==> src/rtl/quad_encoder_array.sv <==
`default_nettype none
// ============================================================================
//  Module      : quad_encoder_array
//  Description : Multi-channel quadrature decoder with synchronizers, per-bit
//                glitch filters, x1/x2/x4 decode and signed position counters.
//  Revision    : 1.0 - initial release
// ============================================================================

module quad_encoder_array #(
    parameter int CHANNELS      = 2,
    parameter int COUNT_WIDTH   = 16,
    parameter int FILTER_CYCLES = 4,
    parameter int SATURATE      = 0
) (
    input  logic                            clk,
    input  logic                            rst,
    input  logic [CHANNELS-1:0]             enc_A,
    input  logic [CHANNELS-1:0]             enc_B,
    input  logic [2*CHANNELS-1:0]           mode,
    input  logic [CHANNELS-1:0]             clear,
    output logic [CHANNELS-1:0]             rotary_event,
    output logic [CHANNELS-1:0]             rotary_left,
    output logic [COUNT_WIDTH*CHANNELS-1:0] position,
    output logic [CHANNELS-1:0]             error
);

    localparam int c_CNT_W  = (FILTER_CYCLES > 1) ? $clog2(FILTER_CYCLES) : 1;
    localparam logic [c_CNT_W-1:0] c_CNT_LAST = c_CNT_W'(FILTER_CYCLES - 1);

    // Sync (2) + filter (FILTER_CYCLES) + decode (1): the first filtered change
    // after reset is the settling of the held input and must not be counted.
    localparam int c_SETTLE = FILTER_CYCLES + 3;
    localparam int c_BOOT_W = $clog2(c_SETTLE + 1);

    localparam logic [COUNT_WIDTH-1:0] c_POS_MAX = {1'b0, {(COUNT_WIDTH-1){1'b1}}};
    localparam logic [COUNT_WIDTH-1:0] c_POS_MIN = {1'b1, {(COUNT_WIDTH-1){1'b0}}};
    localparam bit c_SAT = (SATURATE != 0);

    logic [c_BOOT_W-1:0] r_boot;
    logic                w_settled;

    assign w_settled = (r_boot == c_BOOT_W'(c_SETTLE));

    always_ff @(posedge clk or negedge rst) begin
        if (!rst) begin
            r_boot <= '0;
        end else if (!w_settled) begin
            r_boot <= r_boot + c_BOOT_W'(1);
        end
    end

    for (genvar ch = 0; ch < CHANNELS; ch++) begin : g_ch
        logic [1:0]             w_raw;
        logic [1:0]             w_filt;
        logic [1:0]             w_mode;
        logic [1:0]             r_prev;
        logic                   w_a_ch;
        logic                   w_b_ch;
        logic                   w_illegal;
        logic                   w_right;
        logic                   w_count;
        logic [COUNT_WIDTH-1:0] w_pos_step;
        logic [COUNT_WIDTH-1:0] r_pos;
        logic                   r_err;
        logic                   r_evt;
        logic                   r_left;

        // Bit 1 carries phase A, bit 0 carries phase B.
        assign w_raw  = {enc_A[ch], enc_B[ch]};
        assign w_mode = mode[2*ch +: 2];

        for (genvar b = 0; b < 2; b++) begin : g_bit
            logic               r_sync1;
            logic               r_sync2;
            logic               r_filt;
            logic [c_CNT_W-1:0] r_cnt;

            always_ff @(posedge clk or negedge rst) begin
                if (!rst) begin
                    r_sync1 <= 1'b0;
                    r_sync2 <= 1'b0;
                    r_filt  <= 1'b0;
                    r_cnt   <= '0;
                end else begin
                    r_sync1 <= w_raw[b];
                    r_sync2 <= r_sync1;
                    if (r_sync2 == r_filt) begin
                        r_cnt <= '0;
                    end else if (r_cnt == c_CNT_LAST) begin
                        r_filt <= r_sync2;
                        r_cnt  <= '0;
                    end else begin
                        r_cnt <= r_cnt + c_CNT_W'(1);
                    end
                end
            end

            assign w_filt[b] = r_filt;
        end

        // Right sequence 00->10->11->01->00: an A edge is rightward when the new
        // A differs from B, a B edge when the new A equals B.
        always_comb begin
            w_a_ch    = w_filt[1] ^ r_prev[1];
            w_b_ch    = w_filt[0] ^ r_prev[0];
            w_illegal = w_a_ch & w_b_ch;
            w_right   = w_a_ch ? (w_filt[1] ^ w_filt[0]) : ~(w_filt[1] ^ w_filt[0]);
            w_count   = 1'b0;
            if (w_a_ch ^ w_b_ch) begin
                case (w_mode)
                    2'b00:   w_count = w_a_ch & ~w_filt[0];
                    2'b01:   w_count = w_a_ch;
                    default: w_count = 1'b1;
                endcase
            end
        end

        always_comb begin
            w_pos_step = w_right ? (r_pos + COUNT_WIDTH'(1)) : (r_pos - COUNT_WIDTH'(1));
            if (c_SAT) begin
                if ((w_right && (r_pos == c_POS_MAX)) || (!w_right && (r_pos == c_POS_MIN))) begin
                    w_pos_step = r_pos;
                end
            end
        end

        always_ff @(posedge clk or negedge rst) begin
            if (!rst) begin
                r_prev <= 2'b00;
                r_pos  <= '0;
                r_err  <= 1'b0;
                r_evt  <= 1'b0;
                r_left <= 1'b0;
            end else begin
                r_prev <= w_filt;
                r_evt  <= 1'b0;
                r_left <= 1'b0;
                if (clear[ch]) begin
                    r_pos <= '0;
                    r_err <= 1'b0;
                end else if (w_settled) begin
                    if (w_illegal) begin
                        r_err <= 1'b1;
                    end else if (w_count) begin
                        r_pos  <= w_pos_step;
                        r_evt  <= 1'b1;
                        r_left <= ~w_right;
                    end
                end
            end
        end

        assign position[COUNT_WIDTH*ch +: COUNT_WIDTH] = r_pos;
        assign error[ch]        = r_err;
        assign rotary_event[ch] = r_evt;
        assign rotary_left[ch]  = r_left;
    end

endmodule

`default_nettype wire

==> config.mk <==
export PLATFORM = sky130hd
export DESIGN_NAME = quad_encoder_array
export DESIGN_NICKNAME = d
export VERILOG_FILES = /design/src/rtl/quad_encoder_array.sv
export SDC_FILE = /design/constraint.sdc
export NUM_CORES = 1
export LEC_CHECK = 0
export BUFFER_PORTS_ARGS = -buffer_cell sky130_fd_sc_hd__buf_2
export CAP_MARGIN = 20
export CORE_UTILIZATION = 53
export DETAILED_ROUTE_END_ITERATION = 12
export PLACE_DENSITY = 0.77
export SLEW_MARGIN = 20
export SYNTH_ARGS = -nofsm -noshare
export SYNTH_HDL_FRONTEND = slang
export SYNTH_SLANG_ARGS = --single-unit
==> constraint.sdc <==
create_clock -name clk -period 3.03 [get_ports clk]
set_input_delay 0.1515 -clock clk [delete_from_list [all_inputs] [get_ports clk]]
set_output_delay 0.1515 -clock clk [all_outputs]
set_load 0.02 [all_outputs]
Yosys cells after proc, flatten, opt, wreduce, memory -nomap -nowiden. Index checks and enable logic that the tools add are counted.

Add/subtract/negate cells: 9. $mul: 0. Divide/modulo/power cells: 0. $lt $le $gt $ge: 0. Eq/ne operators: 13. Shifts and indexed selects: 0. Muxes and demuxes: 46. Bitwise logic cells: 22. Reduce and logical (&&, ||, !) cells: 16.

Operators with widths (count): 16-bit 2-to-1 mux (10); 16-bit by 1-bit adder with 16-bit output, second input constant (2); 16-bit by 1-bit subtractor with 16-bit output, second input constant (2); 1-bit 2-to-1 mux (26); 2-bit 2-to-1 mux (8); 2-bit AND reduction (6); 2-bit nonzero test (6); 1-bit NOT (10); 2-bit by 1-bit adder with 2-bit output, second input constant (4); 2-bit == test, second input constant (4); 1-bit XOR (8); 3-bit AND reduction (2); 1-bit bitwise AND (4); 1-bit == test (4); 2-bit by 1-bit == test with 1-bit output, second input constant (2); 2-bit zero test (2); 2-bit != test, second input constant (2); 1-bit one-hot mux with 2 select lines (2); 3-bit by 1-bit adder with 3-bit output, second input constant (1); 3-bit == test, second input constant (1).

Register bits after elaboration: 65. Latch bits: 0. RAM bits: 0. ROM bits: 0. Bits of input ports: 12. Output and inout bits: 38. Logic and storage cells: 133. Memories: 0.

Depth between registers and ports, before layout. Gate-level depths: netlist of the first run.

Depth after elaboration: 8. Gate-level depth with buffers: 10. Mapped depth without buffers: 8.

Least setup slack after synthesis of the first run. No wires, ideal clock.

Kind: flip-flop to flip-flop. Start point: register g_ch[0].g_bit[0].r_filt. End point: register g_ch[0].r_pos[15]. Setup time: 0.128 ns. Arrival time: 2.888 ns. Required time: 2.902 ns. Setup slack: 0.015 ns. Cell stages (with the launch flop): 10. Buffers on the path: 1. Clock period less this slack: 3.015 ns. Cells stage by stage: dfrtp_1 xnor2_1 inv_2 buf_1 ha_1 o211a_1 or4b_1 or4_1 o211ai_2 mux2_1.

Cells in the longest elaborated chain, start to end: 8. Elaborated cells between the ends (all ways): 18. Those cells by class: 1 x eq/ne; 8 x mux; 7 x bitwise; 2 x reduce/logical.

Ends and longest elaborated chain: from (decl) (line 75) `logic r_filt;`; from (signal assigned) (line 90) `r_filt <= r_sync2;`; 1-bit XOR (line 107) `w_right = w_a_ch ? (w_filt[1] ^ w_filt[0]) : ~(w_filt[1] ^ w_filt[0]);`; 1-bit NOT (line 107); 1-bit 2-to-1 mux (line 107); 16-bit 2-to-1 mux (line 119) `w_pos_step = w_right ? (r_pos + COUNT_WIDTH'(1)) : (r_pos - COUNT_WIDTH'(1));`; 16-bit 2-to-1 mux (line 144) `end else if (w_count) begin`; 16-bit 2-to-1 mux (line 142) `if (w_illegal) begin`; 16-bit 2-to-1 mux (line 141) `end else if (w_settled) begin`; 16-bit 2-to-1 mux (line 138) `if (clear[ch]) begin`; to (signal assigned) (line 145) `r_pos <= w_pos_step;`; to (decl) (line 63) `logic [COUNT_WIDTH-1:0] r_pos;`.

Parallel ways exist; a longest one is shown, timed or not. The select of a mux whose other input is x is not followed. A chain may end at the register's enable or synchronous reset.

Final worst setup path of the first run. Ends and elaborated chain as after synthesis.

==> flow_summary.rst, run 1 <==
.. list-table::
   :header-rows: 1

   * - Metric
     - Value
   * - Met1 routing resource usage after global routing
     - 0.318
   * - Top cell type by total area after synthesis
     - dfrtp_1
   * - Most congested layer reported by global routing
     - met2
   * - Pre-Repair DR Iteration Count
     - 4
   * - Maximum clock insertion buffer count
     - 2
   * - Filler cell count in the final layout
     - 614
   * - Total power of the final layout
     - ~5700 µW
   * - Synthesized area
     - 3940 µm²
   * - Maximum number of pins on one net before global-route repair
     - 45
   * - Worst hold margin
     - 0.216 ns
   * - Unrepaired setup endpoints after global routing
     - no
   * - Synth Register Bits
     - 65
   * - Startpoint-to-endpoint class of the critical path
     - reg2reg
   * - Most common cell after layout, fill and taps aside
     - dfrtp_1
   * - Worst hold start
     - clear[1]
   * - Clock tree from TritonCTS
     - yes
   * - Reg-to-reg endpoint
     - g_ch[0].r_pos[15]
   * - Wire length per cell after detailed routing
     - ~15 µm
   * - Number of DRC violations after detailed routing
     - 0
   * - Met3 GRT Util
     - 0.0485
   * - CP required
     - ~3.3 ns
   * - Shortest clock period the worst path allows after layout
     - around 2.8 ns
   * - Vert. Die Dim
     - between 80 and 90 µm
   * - Fraction of the yosys area taken by sequential cells
     - 0.413
   * - Leading cell types in the layout, fill and taps excluded
     - dfrtp_1 (65), buf_2 (49), nor2_1 (41)
   * - Via count of the first global-routing pass
     - ~3000
   * - Headroom to the max-slew limit
     - 0.609
   * - Total track usage
     - 0.238
   * - Global routing usage on met2
     - 0.379
   * - Final worst setup slack
     - ~0.22 ns
   * - Crit path capture type
     - flop
   * - Post-layout nets
     - 490
   * - GRT Residual Overflow
     - 0
   * - Outcome
     - finished, final reports clean
   * - Vias post-DR
     - approximately 3400
   * - Max rail drop VDD
     - about 0.00075 V
   * - Hold Path Class
     - in2reg
   * - Fraction of the cycle the final worst path needs
     - 0.928
   * - Final number of hold-violating endpoints
     - 0
   * - Top-Level Pins
     - 50
   * - Full die area
     - between 7000 and 8000 µm²
   * - TritonCTS buffer count
     - 9
   * - Crit path max fanout
     - 6
   * - Placed inst area
     - about 4200 µm²
   * - Starting density of the core
     - 0.546
   * - Number of failing setup endpoints in the final timing report
     - 0
   * - Worst slack at placement
     - between 0.2 and 0.25 ns
   * - Critical Path Source Type
     - flop
   * - PwrDens
     - between 1000 and 1500 nW/µm²
   * - Area growth syn-to-layout
     - 14.0%
   * - Transition time at the pin with the least slew margin
     - 0.586 ns
   * - Start of the worst register-to-register path
     - g_ch[0].g_bit[0].r_filt
   * - Number of cells on the worst reg-to-reg path
     - 8
   * - Clk root buf
     - clkbuf_8
   * - Number of rows in the core area
     - 31
   * - Core region area
     - 7210 µm²
   * - Wire length of the first global-routing pass
     - between 10 and 15 mm
   * - Final sum of negative setup slack
     - 0 ns
   * - Max Transition Viols Final
     - 0
   * - Worst setup skew after layout
     - 0.0157 ns
   * - Multi-input gate area
     - ~2100 µm²
   * - Worst R2R Setup Slack
     - between 0.2 and 0.25 ns
   * - Yosys top cell area share
     - 0.413
   * - Port-buffer cells
     - a little under 50
   * - Final instance area
     - around 4500 µm²
   * - Fmax achieved
     - 0.356 GHz
   * - Layout cells sized above 1
     - 0.194
   * - Insertion delay of the later-clocked pin in the worst-skew pair
     - between 0.3 and 0.4 ns
   * - Count of inserted antenna diode cells
     - 0
   * - HPWL after detailed placement
     - 5.98 mm
   * - Area contributors post-synth
     - dfrtp_1 (41%), ha_1 (4.4%), xnor2_1 (4.4%), nor2_1 (3.9%), a21oi_1 (3.3%)
   * - Worst-path clk slew
     - 0.08 ns
   * - Library cell contributing the largest single delay on the critical path
     - dfrtp_1
   * - Number of nets in the synthesized netlist
     - ~450
   * - Chain of cells forming the critical path
     - xnor2_2 -> inv_2 -> ha_1 -> a21oi_1 -> or4b_1 -> or4_1 -> o211ai_2 -> mux2_1
   * - Number of sinks handled by clock tree synthesis
     - 65
   * - Netlist cell types
     - 64
   * - Most used flip-flop cell after synthesis
     - dfrtp_1
   * - Max incr delay on CP
     - between 0.4 and 0.5 ns
   * - MaxCap Viol Count
     - 0
   * - Antenna violations before repair
     - 0
   * - Count of antenna-violating nets left after detailed routing
     - 0
   * - Maximum level of the CTS H-tree
     - 3
   * - Synthesis warning total
     - 0
   * - Synthesized area divided by synthesized cell count
     - 9.23 µm²
   * - Vias per cell
     - about 6
   * - Post-CTS Hold Buffers
     - 5
   * - Arrival time at the worst endpoint
     - slightly above 3 ns
   * - Fraction of registers with async set/reset
     - 1.00
   * - Leakage component of the power
     - ~0.0020 µW
   * - Starting DRT DRC Count
     - between 150 and 200
   * - Count of buffers added by post-CTS timing repair for setup
     - 0
   * - Routability congestion estimate from global placement
     - around 0.88
   * - Floorplan die width
     - 88.2 µm
   * - Resized cells post-CTS
     - 0
   * - Number of flops mapped to enable cells by yosys
     - 0
   * - Detailed Route WL
     - between 8 and 9 mm
   * - Reg area
     - between 1500 and 2000 µm²
   * - Cells after Synth
     - ~430
   * - Cells on Worst Hold Path
     - 2
   * - Worst Hold Path EP
     - g_ch[1].r_pos[6]
## Yosys cell counts (8+ instances only)
cell	instances
a21oi_1	26
nand2_1	18
nor2b_1	13
or3_1	16
nand4_1	15
dfrtp_1	65
nor3_1	21
nor2_1	41
clkbuf_1	29
nor4_1	8
o21ai_0	10
xnor2_1	20
or4_1	13
nand3_1	16
ha_1	14
## metal layers
metal	up-vias	wire length (µm)
li1	1648	-
met1	1637	3960
met2	108	4110
met3	15	498
met4	0	137
met5	-	0
## layout make-up
type,count,share of cell area
tap,99,0.0276
timing repair buffer,65,0.0841
clock buffer,10,0.0306
inverter,6,0.00502
sequential,65,0.362
multi-input combinational,317,0.474
clock inverter,6,0.0164
## flip-flops by register name, indices dropped and copies added, names as in the netlist
register,flops
g_ch.r_left,2
g_ch.g_bit.r_sync2,4
r_boot,3
g_ch.r_pos,32
g_ch.r_err,2
g_ch.r_evt,2
g_ch.r_prev,4
g_ch.g_bit.r_cnt,8
g_ch.g_bit.r_filt,4
g_ch.g_bit.r_sync1,4
## kinds of logic after synthesis
family                     after synthesis  share of synthesized area
and+or+nand+nor                        185                      0.259
AOI/OAI and AO/OA                       76                      0.131
buffers and inverters                   45                     0.0489
adders and majority gates               14                     0.0445
DFF                                     65                      0.413
muxes                                   17                     0.0473
xor gates and xnor gates                25                     0.0556
## per-stage QoR
step / utilization / std cells
6_report: 0.622 / 568
5_1_grt: 0.622 / 568
4_1_cts: 0.622 / 568
3_5_place_dp: 0.586 / 547
3_3_place_gp: 0.586 / 547
2_1_floorplan: - / 427
## worst max-delay path: cells and delay by family (launching register included)
kind                     cells  cell delay [ns]
buffers and inverters        1             0.11
adder cells (fa/ha/maj)      1             0.36
multiplexers                 1             0.33
flip-flops                   1             0.48
XOR/XNOR                     1             0.28
AO/OA/AOI/OAI                2             0.28
AND/OR/NAND/NOR              2             0.87
## report_power, final
part | switching (µW) | total [µW] | internal, µW | leakage [µW]
Sequential | 388 | 1520 | 1130 | 0.000835
Clock | 374 | 786 | 412 | 0.000107
Combinational | 2010 | 3440 | 1430 | 0.00105
## worst max path at each step
stage                             from           endpoint  slack (ns)  cells past startpoint
3_3_place_gp   g_ch[0].g_bit[0].r_filt  g_ch[0].r_pos[15]        0.32                      8
6_report       g_ch[0].g_bit[0].r_filt  g_ch[0].r_pos[15]        0.22                      8
5_1_grt        g_ch[1].g_bit[0].r_filt  g_ch[1].r_pos[15]        0.07                      8
4_1_cts        g_ch[0].g_bit[0].r_filt  g_ch[0].r_pos[15]        0.22                      8
3_5_place_dp   g_ch[0].g_bit[0].r_filt  g_ch[0].r_pos[15]        0.24                      8
2_1_floorplan  g_ch[0].g_bit[0].r_filt  g_ch[0].r_pos[15]        0.01                      9
(Power assumes the default switching activity.)
==> run 2, diff against run 1 <==
- MAX_ROUTING_LAYER: unset -> met4
==> flow_summary.rst, run 2 (synthesis results as in run 1) <==
.. list-table::
   :header-rows: 1

   * - Metric
     - Value
   * - Outcome
     - finished, final reports clean
   * - TritonCTS buffer count
     - 9
   * - Hold Path Class
     - in2reg
   * - Non-filler cells, final
     - between 500 and 600
   * - Clk root buf
     - clkbuf_8
   * - Met3 GRT Util
     - 0.0485
   * - Port-buffer cells
     - 49
   * - Max incr delay on CP
     - between 0.4 and 0.5 ns
   * - Maximum clock insertion buffer count
     - 2
   * - Core region area
     - 7210 µm²
   * - MaxCap Viol Count
     - 0
   * - Number of rows in the core area
     - 31
   * - Max FFs per register
     - 32
   * - Most congested layer reported by global routing
     - met2
   * - Filler cell count in the final layout
     - 614
   * - HPWL after detailed placement
     - between 5 and 6 mm
   * - Transition time at the pin with the least slew margin
     - roughly 0.6 ns
   * - Unrepaired setup endpoints after global routing
     - no
   * - Number of sinks handled by clock tree synthesis
     - 65
   * - CP required
     - around 3.3 ns
   * - Starting density of the core
     - 0.546
   * - Total track usage
     - 0.245
   * - Number of DRC violations after detailed routing
     - 0
   * - Placed inst area
     - roughly 4200 µm²
   * - Shortest clock period the worst path allows after layout
     - approximately 2.8 ns
   * - Arrival time at the worst endpoint
     - a little over 3 ns
   * - Number of failing setup endpoints in the final timing report
     - 0
   * - Via count of the first global-routing pass
     - about 3000
   * - GRT Residual Overflow
     - 0
   * - Fmax achieved
     - about 0.36 GHz
   * - Global routing usage on met2
     - 0.378
   * - Floorplan die width
     - 88.2 µm
   * - Worst-path clk slew
     - 0.08 ns
   * - Wire length per cell after detailed routing
     - approximately 15 µm
   * - Maximum level of the CTS H-tree
     - 3
   * - Post-layout nets
     - 490
   * - Final sum of negative setup slack
     - 0 ns
   * - Met1 routing resource usage after global routing
     - 0.320
   * - Post-CTS Hold Buffers
     - 5
   * - Count of buffers added by post-CTS timing repair for setup
     - 0
   * - Worst R2R Setup Slack
     - 0.22 ns
   * - Crit path capture type
     - flop
   * - Leakage component of the power
     - 0.00200 µW
   * - Pre-Repair DR Iteration Count
     - 4
   * - Max rail drop VDD
     - 0.000754 V
   * - Chain of cells forming the critical path
     - xnor2_2 -> inv_2 -> ha_1 -> a21oi_1 -> or4b_1 -> or4_1 -> o211ai_2 -> mux2_1
   * - Routability congestion estimate from global placement
     - approximately 0.9
   * - Resized cells post-CTS
     - 0
   * - Starting DRT DRC Count
     - a little under 200
   * - Count of inserted antenna diode cells
     - 0
   * - Most common cell after layout, fill and taps aside
     - dfrtp_1
   * - Insertion delay of the later-clocked pin in the worst-skew pair
     - between 0.3 and 0.4 ns
   * - Count of antenna-violating nets left after detailed routing
     - 0
   * - Detailed Route WL
     - between 8 and 9 mm
   * - Startpoint-to-endpoint class of the critical path
     - reg2reg
   * - Vias post-DR
     - between 3000 and 4000
   * - Largest regs
     - g_ch.r_pos: 32 flops, g_ch.g_bit.r_cnt: 8 flops
   * - Wire length of the first global-routing pass
     - between 10 and 15 mm
   * - Number of cells in the design after placement
     - about 550
   * - Layout cells sized above 1
     - 0.194
   * - Maximum number of pins on one net before global-route repair
     - 45
   * - Final instance area
     - 4490 µm²
   * - Leading cell types in the layout, fill and taps excluded
     - dfrtp_1 (65), buf_2 (49), nor2_1 (41)
   * - Worst slack at placement
     - around 0.24 ns
   * - Library cell contributing the largest single delay on the critical path
     - dfrtp_1
   * - Final worst setup slack
     - roughly 0.22 ns
   * - Vert. Die Dim
     - 88.2 µm
   * - Full die area
     - about 7800 µm²
   * - Area growth syn-to-layout
     - 14.0%
   * - Vias per cell
     - approximately 6
   * - Final number of hold-violating endpoints
     - 0
   * - Top-Level Pins
     - 50
   * - Headroom to the max-slew limit
     - 0.604
   * - Clock tree from TritonCTS
     - yes
   * - Critical Path Source Type
     - flop
   * - PwrDens
     - 1280 nW/µm²
   * - Antenna violations before repair
     - 0
   * - Register bank with the most flops
     - g_ch.r_pos
   * - Crit path max fanout
     - 6
   * - Fraction of the cycle the final worst path needs
     - 0.928
   * - Worst setup skew after layout
     - 0.0154 ns
   * - Max Transition Viols Final
     - 0
-- run 2: path summary, 6_finish.rpt --
kind                                       endpoint  cells after the start                startpoint
min                                g_ch[1].r_pos[6]                      2                  clear[1]
max reg2reg                       g_ch[0].r_pos[15]                      8   g_ch[0].g_bit[0].r_filt
max in group asynchronous          g_ch[1].r_pos[8]                      3                       rst
max                               g_ch[0].r_pos[15]                      8   g_ch[0].g_bit[0].r_filt
min reg2reg                g_ch[0].g_bit[1].r_sync2                      0  g_ch[0].g_bit[1].r_sync1
min in group asynchronous            g_ch[0].r_left                      2                       rst
-- run 2: critical path: cells and delay by family, from the launching register on --
kind,cells,cell delay (ns)
compound gates,2,0.28
xor+xnor,1,0.28
fa+ha+maj,1,0.36
buf+inv,1,0.11
flops,1,0.48
mux,1,0.33
simple gates,2,0.87
-- run 2: metal layers --
metal,vias up,wire length (µm)
met5,-,0
met4,0,111
met3,12,483
met2,110,4170
met1,1635,3960
li1,1646,-
-- run 2: metrics by stage --
| stage | util | total power (µW) | hold WS [ns] |
|---|---|---|---|
| CTS | 0.622 | 5730 | 0.203 |
| finish | 0.622 | 5750 | 0.220 |
| detailed placement | 0.586 | 4910 | 0.164 |
| floorplan | - | 4090 | -0.144 |
| global route | 0.622 | 6210 | 0.224 |
| global placement | 0.586 | 4800 | 0.154 |
-- run 2: cell type report --
type / count / area (µm²) / share of cell area
flip-flops and latches: 65 / 1630 / 0.362
inverters: 6 / 22.5 / 0.00502
repair buffers: 65 / 378 / 0.0841
clock buffers: 10 / 138 / 0.0306
well taps: 99 / 124 / 0.0276
clock inverters: 6 / 73.8 / 0.0164
multi-input cells: 317 / 2130 / 0.474
-- run 2: power breakdown --
group	leakage (µW)	total [µW]	switching, µW	internal [µW]
clock	0.000107	788	375	412
combinational	0.00105	3440	2010	1430
sequential	0.000835	1510	387	1130
total	0.00200	5750	2780	2970
